$ cat src/rtl/rf_pkg.sv
// Shared types for the GPR writeback arbiter and its pending-write scoreboard.
// Optional round-robin arbitration is enabled with RF_ARB_RR_EN.
package rf_pkg;
   localparam int XLEN  = 64;
   localparam int NREG  = 32;
   localparam int CNT_W = 2;
   localparam int IDX_W = $clog2(NREG);

   typedef logic [IDX_W-1:0] reg_idx_t;

   localparam reg_idx_t REG_X0 = '0;

   typedef struct packed {
      logic            we;
      reg_idx_t        rd;
      logic [XLEN-1:0] data;
      logic [XLEN-1:0] pc;
      logic [31:0]     inst;
   } wb_req_t;

   function automatic logic wb_writes(wb_req_t r);
      return r.we && (r.rd != REG_X0);
   endfunction
endpackage

$ cat src/rtl/rf_wb_arbiter_if.sv
// Writeback request handshake: one instance per requester (EXU, LSU).
// master = requester, slave = arbiter.
interface rf_wb_arbiter_if;
   import rf_pkg::*;

   logic    valid;
   logic    ready;
   wb_req_t req;

   modport master (output valid, output req, input ready);
   modport slave  (input valid, input req, output ready);
endinterface

$ cat src/rtl/rf_scoreboard.sv
// Per-register pending-write counters: issue increments, regfile write
// decrements; answers RAW busy queries and saturation stalls for decode.
module rf_scoreboard
   import rf_pkg::*;
(
   input  logic     clk,
   input  logic     rst,
   input  logic     iss_valid,
   input  logic     iss_we,
   input  reg_idx_t iss_rd,
   output logic     iss_ready,
   input  reg_idx_t q_rs1,
   input  reg_idx_t q_rs2,
   output logic     q_rs1_busy,
   output logic     q_rs2_busy,
   input  logic     rf_we,
   input  reg_idx_t rf_waddr
);
   localparam logic [CNT_W-1:0] CNT_MAX = '1;
   localparam logic [CNT_W-1:0] CNT_ONE = CNT_W'(1);

   logic [CNT_W-1:0] cnt_q [NREG];
   logic             inc   [NREG];
   logic             dec   [NREG];
   logic             iss_inc;

   function automatic logic busy_of(reg_idx_t r);
      logic wr_now;
      wr_now = rf_we && (rf_waddr == r);
      // Regfile forwards a same-cycle write, so the last pending one is free.
      return (r != REG_X0) && (cnt_q[r] != '0) &&
             !((cnt_q[r] == CNT_ONE) && wr_now);
   endfunction

   always_comb begin
      iss_ready = !(iss_we && (iss_rd != REG_X0) &&
                    (cnt_q[iss_rd] == CNT_MAX)) ||
                  (rf_we && (rf_waddr == iss_rd));
      iss_inc   = iss_valid && iss_we && iss_ready &&
                  (iss_rd != REG_X0);
      q_rs1_busy = busy_of(q_rs1);
      q_rs2_busy = busy_of(q_rs2);
   end

   always_comb begin
      for (int i = 0; i < NREG; i++) begin
         inc[i] = 1'b0;
         dec[i] = 1'b0;
         if (i != 0) begin
            inc[i] = iss_inc && (iss_rd == reg_idx_t'(i));
            dec[i] = rf_we && (rf_waddr == reg_idx_t'(i));
         end
      end
   end

   always_ff @(posedge clk or posedge rst) begin
      if (rst) begin
         for (int i = 0; i < NREG; i++)
            cnt_q[i] <= '0;
      end else begin
         for (int i = 0; i < NREG; i++) begin
            if (inc[i] && !dec[i])
               cnt_q[i] <= cnt_q[i] + CNT_ONE;
            else if (dec[i] && !inc[i] && cnt_q[i] != '0)
               cnt_q[i] <= cnt_q[i] - CNT_ONE;
         end
      end
   end

   a_no_underflow: assert property (
      @(posedge clk) disable iff (rst)
      !(rf_we && (rf_waddr != REG_X0) && (cnt_q[rf_waddr] == '0))
   );
endmodule

$ cat src/rtl/rf_wb_arbiter.sv
// Two-requester GPR write-port arbiter with registered write/commit stage.
// RF_ARB_RR_EN: round-robin on conflict; otherwise LSU has priority.
module rf_wb_arbiter
   import rf_pkg::*;
(
   input  logic            clk,
   input  logic            rst,
   rf_wb_arbiter_if.slave  exu,
   rf_wb_arbiter_if.slave  lsu,
   output logic            rf_we,
   output reg_idx_t        rf_waddr,
   output logic [XLEN-1:0] rf_wdata,
   output logic [XLEN-1:0] debug_wb_pc,
   output logic [31:0]     debug_wb_inst,
   input  logic            iss_valid,
   input  logic            iss_we,
   input  reg_idx_t        iss_rd,
   output logic            iss_ready,
   input  reg_idx_t        q_rs1,
   input  reg_idx_t        q_rs2,
   output logic            q_rs1_busy,
   output logic            q_rs2_busy
);
   logic    gnt_exu;
   logic    gnt_lsu;
   logic    gnt_any;
   wb_req_t sel;

`ifdef RF_ARB_RR_EN
   logic last_lsu_q;

   always_comb begin
      gnt_exu = exu.valid && (!lsu.valid || last_lsu_q);
      gnt_lsu = lsu.valid && (!exu.valid || !last_lsu_q);
   end

   // Reset leaves EXU as last-served, so the first conflict goes to LSU.
   always_ff @(posedge clk or posedge rst) begin
      if (rst)
         last_lsu_q <= 1'b0;
      else if (gnt_lsu)
         last_lsu_q <= 1'b1;
      else if (gnt_exu)
         last_lsu_q <= 1'b0;
   end
`else
   always_comb begin
      gnt_lsu = lsu.valid;
      gnt_exu = exu.valid && !lsu.valid;
   end
`endif

   assign exu.ready = gnt_exu;
   assign lsu.ready = gnt_lsu;
   assign gnt_any   = gnt_exu || gnt_lsu;

   always_comb begin
      sel = exu.req;
      unique case (1'b1)
         gnt_lsu: sel = lsu.req;
         gnt_exu: sel = exu.req;
         default: ;
      endcase
   end

   always_ff @(posedge clk or posedge rst) begin
      if (rst) begin
         rf_we         <= 1'b0;
         rf_waddr      <= '0;
         rf_wdata      <= '0;
         debug_wb_pc   <= '0;
         debug_wb_inst <= '0;
      end else begin
         rf_we <= gnt_any && wb_writes(sel);
         if (gnt_any) begin
            rf_waddr      <= sel.rd;
            rf_wdata      <= sel.data;
            debug_wb_pc   <= sel.pc;
            debug_wb_inst <= sel.inst;
         end
      end
   end

   rf_scoreboard u_sb (
      .clk        (clk),
      .rst        (rst),
      .iss_valid  (iss_valid),
      .iss_we     (iss_we),
      .iss_rd     (iss_rd),
      .iss_ready  (iss_ready),
      .q_rs1      (q_rs1),
      .q_rs2      (q_rs2),
      .q_rs1_busy (q_rs1_busy),
      .q_rs2_busy (q_rs2_busy),
      .rf_we      (rf_we),
      .rf_waddr   (rf_waddr)
   );
endmodule
$ cat src/flat_wrapper.sv
// flat-port wrapper written by rule: the top's interface ports become plain ports
module rf_wb_arbiter_flat import rf_pkg::*;
  (clk, rst, rf_we, rf_waddr, rf_wdata, debug_wb_pc, debug_wb_inst, iss_valid, iss_we, iss_rd, iss_ready, q_rs1, q_rs2, q_rs1_busy, q_rs2_busy, exu_valid, exu_req, exu_ready, lsu_valid, lsu_req, lsu_ready);
  rf_wb_arbiter_if exu_i ();
  rf_wb_arbiter_if lsu_i ();
  input  logic clk;
  input  logic rst;
  output logic rf_we;
  output reg_idx_t rf_waddr;
  output logic [XLEN-1:0] rf_wdata;
  output logic [XLEN-1:0] debug_wb_pc;
  output logic [31:0] debug_wb_inst;
  input  logic iss_valid;
  input  logic iss_we;
  input  reg_idx_t iss_rd;
  output logic iss_ready;
  input  reg_idx_t q_rs1;
  input  reg_idx_t q_rs2;
  output logic q_rs1_busy;
  output logic q_rs2_busy;
  input wire logic [$bits(exu_i.valid)-1:0] exu_valid;
  input wire logic [$bits(exu_i.req)-1:0] exu_req;
  output wire logic [$bits(exu_i.ready)-1:0] exu_ready;
  input wire logic [$bits(lsu_i.valid)-1:0] lsu_valid;
  input wire logic [$bits(lsu_i.req)-1:0] lsu_req;
  output wire logic [$bits(lsu_i.ready)-1:0] lsu_ready;
  assign exu_i.valid = exu_valid;
  assign exu_i.req = exu_req;
  assign exu_ready = exu_i.ready;
  assign lsu_i.valid = lsu_valid;
  assign lsu_i.req = lsu_req;
  assign lsu_ready = lsu_i.ready;
  rf_wb_arbiter u_core (.clk(clk), .rst(rst), .exu(exu_i), .lsu(lsu_i), .rf_we(rf_we), .rf_waddr(rf_waddr), .rf_wdata(rf_wdata), .debug_wb_pc(debug_wb_pc), .debug_wb_inst(debug_wb_inst), .iss_valid(iss_valid), .iss_we(iss_we), .iss_rd(iss_rd), .iss_ready(iss_ready), .q_rs1(q_rs1), .q_rs2(q_rs2), .q_rs1_busy(q_rs1_busy), .q_rs2_busy(q_rs2_busy));
endmodule
$ cat config.mk
export PLATFORM = sky130hd
export DESIGN_NAME = rf_wb_arbiter_flat
export DESIGN_NICKNAME = d
export VERILOG_FILES = /design/src/rtl/rf_pkg.sv /design/src/rtl/rf_wb_arbiter_if.sv /design/src/rtl/rf_scoreboard.sv /design/src/rtl/rf_wb_arbiter.sv /design/src/flat_wrapper.sv
export SDC_FILE = /design/constraint.sdc
export NUM_CORES = 1
export LEC_CHECK = 0
export ABC_AREA = 1
export CORE_AREA = 2 2 203 205
export DETAILED_ROUTE_END_ITERATION = 10
export DIE_AREA = 0 0 205 207
export REMOVE_ABC_BUFFERS = 1
export SYNTH_ARGS = -nofsm -noshare
export SYNTH_HDL_FRONTEND = slang
export SYNTH_HIERARCHICAL = 1
export SYNTH_SLANG_ARGS = --single-unit
$ cat constraint.sdc
create_clock -name clk -period 7.6 [get_ports clk]
set_input_delay 1.52 -clock clk [delete_from_list [all_inputs] [get_ports clk]]
set_output_delay 1.52 -clock clk [all_outputs]
set_load 0.02 [all_outputs]
Word level (Yosys, flattened, before mapping)
Index checks and enable logic that the tools add are counted.
{"block": "word_totals", "reg_bits": 228, "latch_bits": 0, "ramBits": 0, "mem_bits_ro": 0, "inputBits": 353, "out_inout_bits": 171, "word_cells": 552, "memories": 0}
{"block": "classes", "n_addsub": 62, "n_mul": 0, "n_div": 0, "n_lt_le_gt_ge": 3, "n_eq_ne": 68, "shift": 0, "n_mux": 72, "n_bitwise": 3, "n_reduce_logical": 308}
{"operator": "$logic_and 1x1->1", "n": 172}
{"operator": "$mux 166", "n": 1}
{"operator": "$eq 5x5->1 const B", "n": 32}
{"operator": "$mux 2", "n": 68}
{"operator": "$reduce_bool 2->1", "n": 64}
{"operator": "$eq 5x4->1 const B", "n": 16}
{"operator": "$logic_not 1->1", "n": 66}
{"operator": "$add 2x1->2 const B", "n": 31}
{"operator": "$sub 2x1->2 const B", "n": 31}
{"operator": "$eq 5x3->1 const B", "n": 8}
{"operator": "$bmux 2 s5", "n": 3}
{"operator": "$eq 5x2->1 const B", "n": 4}
{"operator": "$reduce_bool 5->1", "n": 4}
{"operator": "$ge 6x6->1 const B", "n": 3}
{"operator": "$not 5->6", "n": 3}
{"operator": "$eq 5x5->1", "n": 3}
{"operator": "$eq 5x1->1 const B", "n": 2}
{"operator": "$eq 2x1->1 const B", "n": 2}
{"operator": "$eq 2x2->1 const B", "n": 1}
{"operator": "$logic_or 1x1->1", "n": 2}

Depth between registers and ports, before layout
Gate-level depths: netlist of run 1.
{"block": "depth", "ltp_word": 16, "depth_mapped": 17, "mapped_depth_nobuf": 16}

Hierarchy
The synthesis of run 1 kept the hierarchy.
{"mod": "rf_wb_arbiter", "instances": 1, "cells_per_inst": 906, "area_per_inst_um2": 7255.7, "seq_area_each_um2": 4154.0}
{"mod": "rf_scoreboard", "instances": 1, "cells_per_inst": 1079, "area_per_inst_um2": 6227.2, "seq_area_each_um2": 1551.5}

Worst setup path after synthesis of run 1
OpenSTA, ideal clock, no wires.
{"block": "synth_path", "kind": "in2out", "start": "in q_rs2[0]", "end": "out q_rs2_busy", "arrival_ns": 2.859, "required_ns": 6.080, "setup_slack_ns": 3.221, "cell_stages": 8, "n_path_buf": 3, "cell_sequence": "clkbuf_1 > clkbuf_1 > buf_2 > a21oi_1 > a211oi_1 > nor2_1 > o21ai_0 > nand3_1"}
{"block": "synth_via", "elab_chain_cells": 8, "elab_cells_between_ends": 13, "classes_between": "eq/ne: 2; mux: 3; bitwise: 1; reduce/logical: 7"}
{"item": "from (decl)", "line_no": "flat_wrapper.sv:18", "rtl": "input reg_idx_t q_rs2;"}
{"item": "$not 5->6 (implied by the code)", "line_no": "rf_scoreboard.sv:31, rf_scoreboard.sv:32"}
{"item": "$bmux 2 s5", "line_no": "rf_scoreboard.sv:31, rf_scoreboard.sv:32"}
{"item": "$mux 2 (implied by the code) (2 in series)", "line_no": "rf_scoreboard.sv:31, rf_scoreboard.sv:32"}
{"item": "$eq 2x1->1", "line_no": "rf_scoreboard.sv:32", "rtl": "!((cnt_q[r] == CNT_ONE) && wr_now);"}
{"item": "$logic_and 1x1->1", "line_no": "rf_scoreboard.sv:32"}
{"item": "$logic_not 1->1", "line_no": "rf_scoreboard.sv:32"}
{"item": "$logic_and 1x1->1 (*)", "line_no": "rf_scoreboard.sv:31", "rtl": "return (r != REG_X0) && (cnt_q[r] != '0) &&"}
{"item": "to (decl)", "line_no": "flat_wrapper.sv:20", "rtl": "output logic q_rs2_busy;"}
Every way passes the cells marked *; elsewhere a longest branch is shown, timed or not. The select of a mux whose other input is x is not followed.

Final worst setup path of run 1
Ends and elaborated chain as after synthesis.

==> results.ini, run 1 <==
[clocking]
path_clk_slew_ns=0.05
clock_latency_ns=0.58
clockBufferDepth=3
root_buffer=clkbuf_16
ctsResizeCount=0
hold_buffers=0
clock-sinks=228
cts_tree=built
post-cts-setup-buffers=0
cts_max_level=1
cts_buffers=29

[worst_setup_path]
crit_path_start=q_rs2[0]
rr_endpoint=u_core/u_sb/cnt_q[13]
path_delay_family=buffers and inverters
worst_ep_arrival_time_ns=4.58
rrSetupSlack_ns=4.85
worst_path_largest_cell_delay_ns=0.63
worstPathRequired_ns=6.08
path_buf_inv=4
rr_worst_depth=10
crit_chain=clkdlybuf4s50_1 -> buf_4 -> clkinv_1 -> a21oi_1 -> o21ai_0 -> nand3_1 -> nand3_1 -> a31oi_1 -> a21o_1 -> nand2_1 -> nand3_1 -> clkdlybuf4s50_1
cp-start-kind=primary input
r2r_start=u_core/rf_waddr[1]
path_class=primary input to primary output
crit_path_frequent_cell=nand3_1
critPathCaptureType=primary output
cp_max_fo=38
slowest_stage=clkdlybuf4s50_1

[timing]
finalClockSkew_ns=0.0159
drv_slew=0
hold_viol=0
fmax_mhz=164
tightest_slew_ns=0.993
slew_headroom_pct=33.8
fin_crit_ns=6.10
period_share_pct=80.3
grt_setup_unrepaired=false
fin_ws_ns=1.50
setup_violations=0
tns_ns=0

[min_path]
worstHoldPathType=flip-flop to flip-flop
min_path_cells=2
whs_endpoint=u_core/rf_wdata[24]
worstHoldStart=u_core/rf_wdata[24]

[logic_synthesis]
synthFlopType=dfrtp_1
synth-xor-area-share_pct=0.260
ys.warnings.count=6
synth_compound_area_share_pct=8.05
synth_top_family_by_area=simple AND/OR/NAND/NOR gates
synth_edf_count=0
synth-seq-cells=228
syn_area_per_cell_um2=6.79
synth_adder_area_share_pct=0
ys_types=39
muxShareOfSynthArea_pct=0
syn_inst=1985
ys_seq_area_share_pct=42.3
synth-simple-area-share_pct=40.5
syn-cell-area_mm2=0.0135
async_reset_ff_share_pct=100

[floorplan]
die_x_um=205
io-pin-count=524
num_rows=74
start_util_pct=33.4
die_area_mm2=0.0424
coreArea_mm2=0.0404
die_h_um=207

[global_route]
grt_pass1_vias=14800
antenna_found_initial=17
grt_max_degree=114
grt_usage_pct=30.6
grt_overflow=0
grt_pass1_wl_mm=97.0

[placed_design]
dp_cells=2948
pre_cts_ws_ns=1.54
gp_congestion=0.943
hpwl_mm=50.8
io_buffers=523

[route]
ant_nets=0
dr.pass1.iters=5
num_vias=15200
avgViaCountPerCell=5.06
wl_mm=65.8
wire_per_inst_um=21.9
drt-initial-drc-count=1506
remaining_drc_errors=0

[layout]
fillers=4141
fin_cells=3002
nNetsFinal=2800
area_growth_pct=46.9
final_util_pct=49.1
drive_gt1_share_pct=3.69

[outcome]
status=finished clean

[power_and_ir_drop]
power_uw=4200
powerDensity_mw_per_mm2=212
peakVddDrop_uv=151
power.static_leakage_uw=0.00883

[run]
drv_cap=0

## state kept, by name, indices dropped and copies added (netlist names)
name / count
u_core/debug_wb_inst: 32
u_core/debug_wb_pc: 64
u_core/rf_waddr: 5
u_core/rf_wdata: 64
u_core/rf_we: 1
u_core/u_sb/cnt_q: 62
## kinds of logic (layout without fill, tap and decap cells)
logic type             after synthesis  in the layout
AND/OR/NAND/NOR                   1291           1291
buffers and inverters              258            736
flip-flops                         228            228
other                                0              7
XOR/XNOR                             4              4
AO/OA/AOI/OAI                      204            204
## worst max path at each step
stage	endpoint	slack (ns)	cells after the start
2_1_floorplan	u_core/debug_wb_inst[0]	1.59	1
3_3_place_gp	q_rs2_busy	1.53	12
3_5_place_dp	q_rs1_busy	1.54	13
4_1_cts	q_rs1_busy	1.54	13
5_1_grt	q_rs1_busy	1.26	13
6_report	q_rs2_busy	1.50	12
## cells in the final DEF (no fill, tap or decap), types with 7 or more instances in the layout
cell type,instances
nand4_1,18
o21ai_0,84
nor3_1,33
buf_4,14
nand3_1,243
clkdlybuf4s50_1,522
a21oi_1,65
nor2_1,186
clkbuf_1,9
inv_1,142
clkbuf_16,29
nand3_2,7
nand4_2,11
dfrtp_1,228
nand2_1,780
diode_2,7
o21ai_1,30
## stage by stage
step	area [um^2]	hold slack, ns
final	19800	0.478
after global routing	19800	0.500
after CTS	19800	0.482
after detailed placement	18900	0.468
after global placement	18900	0.464
after floorplan	12900	0.453
## per-layer routing
metal | global-route usage [%] | share of wire, % | vias up
met2 | 48.6 | 46 | 618
li1 | - | - | 7276
met1 | 41.6 | 42 | 7198
met5 | 0 | 0.15 | -
met3 | 8.29 | 9.5 | 91
met4 | 6.50 | 2.2 | 14
## cell type report
type | count | area, um^2 | share of cell area (%)
inverters | 152 | 586 | 2.96
clock buffers | 41 | 801 | 4.04
multi-input cells | 1499 | 6590 | 33.3
well taps | 532 | 666 | 3.36
clock inverters | 6 | 95.1 | 0.480
repair buffers | 537 | 5340 | 27.0
diodes | 7 | 17.5 | 0.0885
flip-flops and latches | 228 | 5710 | 28.8
## worst reg2reg max path: stages (launching register included)
cell	delay, ns
dfrtp_1	0.54
inv_1	0.26
o22ai_1	0.11
nor3_1	0.15
nand3_1	0.09
nand2_1	0.07
inv_1	0.07
nand3_4	0.12
buf_4	0.66
nand4_1	0.31
o21ai_0	0.27
## synth_stat cells, types with 4 or more instances
cell type  number  area, um^2
inv_1         144         541
o22ai_1         5        31.3
nand4_1        18         113
nor2_1        186         698
buf_6          21         236
clkbuf_1       49         184
dfrtp_1       228        5710
nand4_2        11         138
a21oi_1        65         325
nor3_1         33         165
nand2_1       780        2930
or2_2           4        25.0
o21ai_1        30         150
nand3_2         7        70.1
buf_2          32         160
nand3_1       243        1220
inv_2           6        22.5
o21ai_0        84         420
o211ai_1        5        37.5
## report_power, final
part | internal [uW] | total [uW] | switching [uW]
clock | 793 | 1340 | 550
sequential | 1400 | 1660 | 254
combinational | 517 | 1200 | 686
(Power assumes the default switching activity.)
==> inputs of run 2 (changes only) <==
--- a/config.mk
+++ b/config.mk
@@ -6,9 +6,10 @@
 export NUM_CORES = 1
 export LEC_CHECK = 0
 export ABC_AREA = 1
-export CORE_AREA = 2 2 203 205
+export CORE_AREA = 2 2 204 206
 export DETAILED_ROUTE_END_ITERATION = 10
-export DIE_AREA = 0 0 205 207
+export DIE_AREA = 0 0 206 208
+export PLACE_DENSITY = 0.66
 export REMOVE_ABC_BUFFERS = 1
 export SYNTH_ARGS = -nofsm -noshare
 export SYNTH_HDL_FRONTEND = slang
==> constraint.sdc (replaced) <==
create_clock -name clk -period 5 [get_ports clk]
set_input_delay 1 -clock clk [delete_from_list [all_inputs] [get_ports clk]]
set_output_delay 1 -clock clk [all_outputs]
set_load 0.02 [all_outputs]
==> run 2 against run 1 <==
Cell count is 0.53% higher. Total power is 53% higher. Global-route usage hardly changed. Via count is 2.0% higher. Worst setup slack worse by 1.1 ns. Clock power is 56% higher. Sequential power is 51% higher. Clock skew is 0.014 ns higher. Wire length is 1.3% higher. Largest cell class unchanged.
==> results.ini, run 2 (synthesized netlist as in run 1, its figures left out) <==
[layout]
final_common_cell=nand2_1
drive_gt1_share_pct=4.32
final_cell_mix=nand2_1 (780), clkdlybuf4s50_1 (522), nand3_1 (243)
top_regs=u_core/debug_wb_pc (64), u_core/rf_wdata (64), u_core/u_sb/cnt_q (62)
area_growth_pct=47.9
multiInputGateArea_mm2=0.00659
nNetsFinal=2807
seq_area_mm2=0.00571
final_util_pct=49.2
fillers=4079
postLayoutCellArea_mm2=0.0199

[clocking]
clock_latency_ns=0.58
root_buffer=clkbuf_16
ctsResizeCount=0
cts_max_level=1
hold_buffers=0
cts_tree=built
clockBufferDepth=3
path_clk_slew_ns=0.06
post-cts-setup-buffers=0
cts_buffers=29
clock-sinks=228

[global_route]
grt_pass1_wl_mm=97.8
grt_max_degree=121
grt_pass1_vias=15100
antenna_found_initial=17
grt_usage_pct=30.6
grt_overflow=0

[worst_setup_path]
worst_path_largest_cell_delay_ns=0.62
path_class=primary input to primary output
worstPathRequired_ns=4.00
r2r_start=u_core/rf_waddr[1]
crit_path_start=q_rs2[0]
cp_max_fo=17
crit_path_frequent_cell=nand3_1
critPathCaptureType=primary output
cp-start-kind=primary input
slowest_stage=clkdlybuf4s50_1
worst_ep_arrival_time_ns=3.59
crit_chain=clkdlybuf4s50_1 -> clkinv_1 -> buf_4 -> a21oi_1 -> o21ai_0 -> nand3_1 -> nand3_1 -> a31oi_1 -> a21o_1 -> nand2_1 -> nand3_1 -> clkdlybuf4s50_1

[placed_design]
hpwl_mm=51.8
io_buffers=523
gp_congestion=0.966
place_area_mm2=0.0190

[floorplan]
die_area_mm2=0.0428
die_h_um=208
die_x_um=206
coreArea_mm2=0.0406
io-pin-count=524
start_util_pct=33.2
num_rows=74

[timing]
fin_crit_ns=4.59
grt_setup_unrepaired=false
fmax_mhz=218
hold_viol=0
period_share_pct=91.7
slew_headroom_pct=32.4
finalClockSkew_ns=0.0302
setup_violations=0
drv_slew=0
tightest_slew_ns=1.01

[route]
ant_nets=0
drt-initial-drc-count=1250
wire_per_inst_um=22.1
wl_met2_mm=31.2
remaining_drc_errors=0
wl_mm=66.7
wirelength_met1_mm=28.1
avgViaCountPerCell=5.14
num_vias=15500
met3_length_mm=5.86
dr.pass1.iters=5
routed.top_layer=met5

[power_and_ir_drop]
power_switching_uw=2300
p_int_uw=4130
sw_frac_of_total_pct=35.8
comb_power_share_pct=28.7
clkPwrFrac_pct=32.5
power_frac_seq_pct=38.9
powerDensity_mw_per_mm2=322
power.static_leakage_uw=0.00891
peakVddDrop_uv=278

[min_path]
worstHoldStart=u_core/debug_wb_pc[0]
worstHoldPathType=flip-flop to flip-flop

[run]
drv_cap=0

[outcome]
status=finished clean

[run 2: critical path, delay by kind of cell]
kind                   cells  cell delay, ns
AO/OA/AOI/OAI              4            0.48
buffers and inverters      4            1.79
AND/OR/NAND/NOR            4            0.31
[run 2: power by group through the flow]
stage | sequential [uW] | combinational (uW) | clock, uW
floorplan | 2530 | 743 | 0
global placement | 2510 | 1810 | 0
detailed placement | 2510 | 1830 | 0
CTS | 2490 | 1840 | 2120
global route | 2530 | 2010 | 2200
finish | 2500 | 1840 | 2090
[run 2: worst paths after layout]
| check | depth (start not counted) | slack [ns] | to |
|---|---|---|---|
| min in group asynchronous | 2 | 0.97 | u_core/debug_wb_pc[55] |
| worst min register to register | 2 | 0.48 | u_core/debug_wb_pc[0] |
| max in group asynchronous | 3 | 3.00 | u_core/u_sb/cnt_q[5] |
| worst max register to register | 13 | 2.21 | u_core/u_sb/cnt_q[34] |
| worst max-delay path | 12 | 0.41 | q_rs2_busy |
| worst min-delay path | 2 | 0.48 | u_core/debug_wb_pc[0] |
[run 2: cell type report]
| class | count | share of cell area [%] |
|---|---|---|
| clock buffer | 39 | 4.13 |
| antenna | 12 | 0.151 |
| inverter | 152 | 2.95 |
| sequential | 228 | 28.6 |
| tap | 532 | 3.34 |
| timing repair buffer | 544 | 27.2 |
| clock inverter | 12 | 0.552 |
| multi-input combinational | 1499 | 33.0 |
[run 2: through the flow]
step	setup WS, ns	instances	setup TNS, ns	total power, uW	hold WS (ns)
after CTS	0.422	3006	0	6450	0.483
after floorplan	-0.490	1879	-81.34	3270	0.453
after global placement	0.435	2955	0	4320	0.465
final	0.413	3018	0	6430	0.480
after detailed placement	0.444	2955	0	4340	0.468
after global routing	0.250	3013	0	6740	0.497
[run 2: per-layer routing]
metal  GRT usage, %  vias to the layer above
met5              0                        -
met4           7.51                       12
met3           7.66                      103
met2           49.2                      636
met1           41.0                     7446
li1               -                     7304
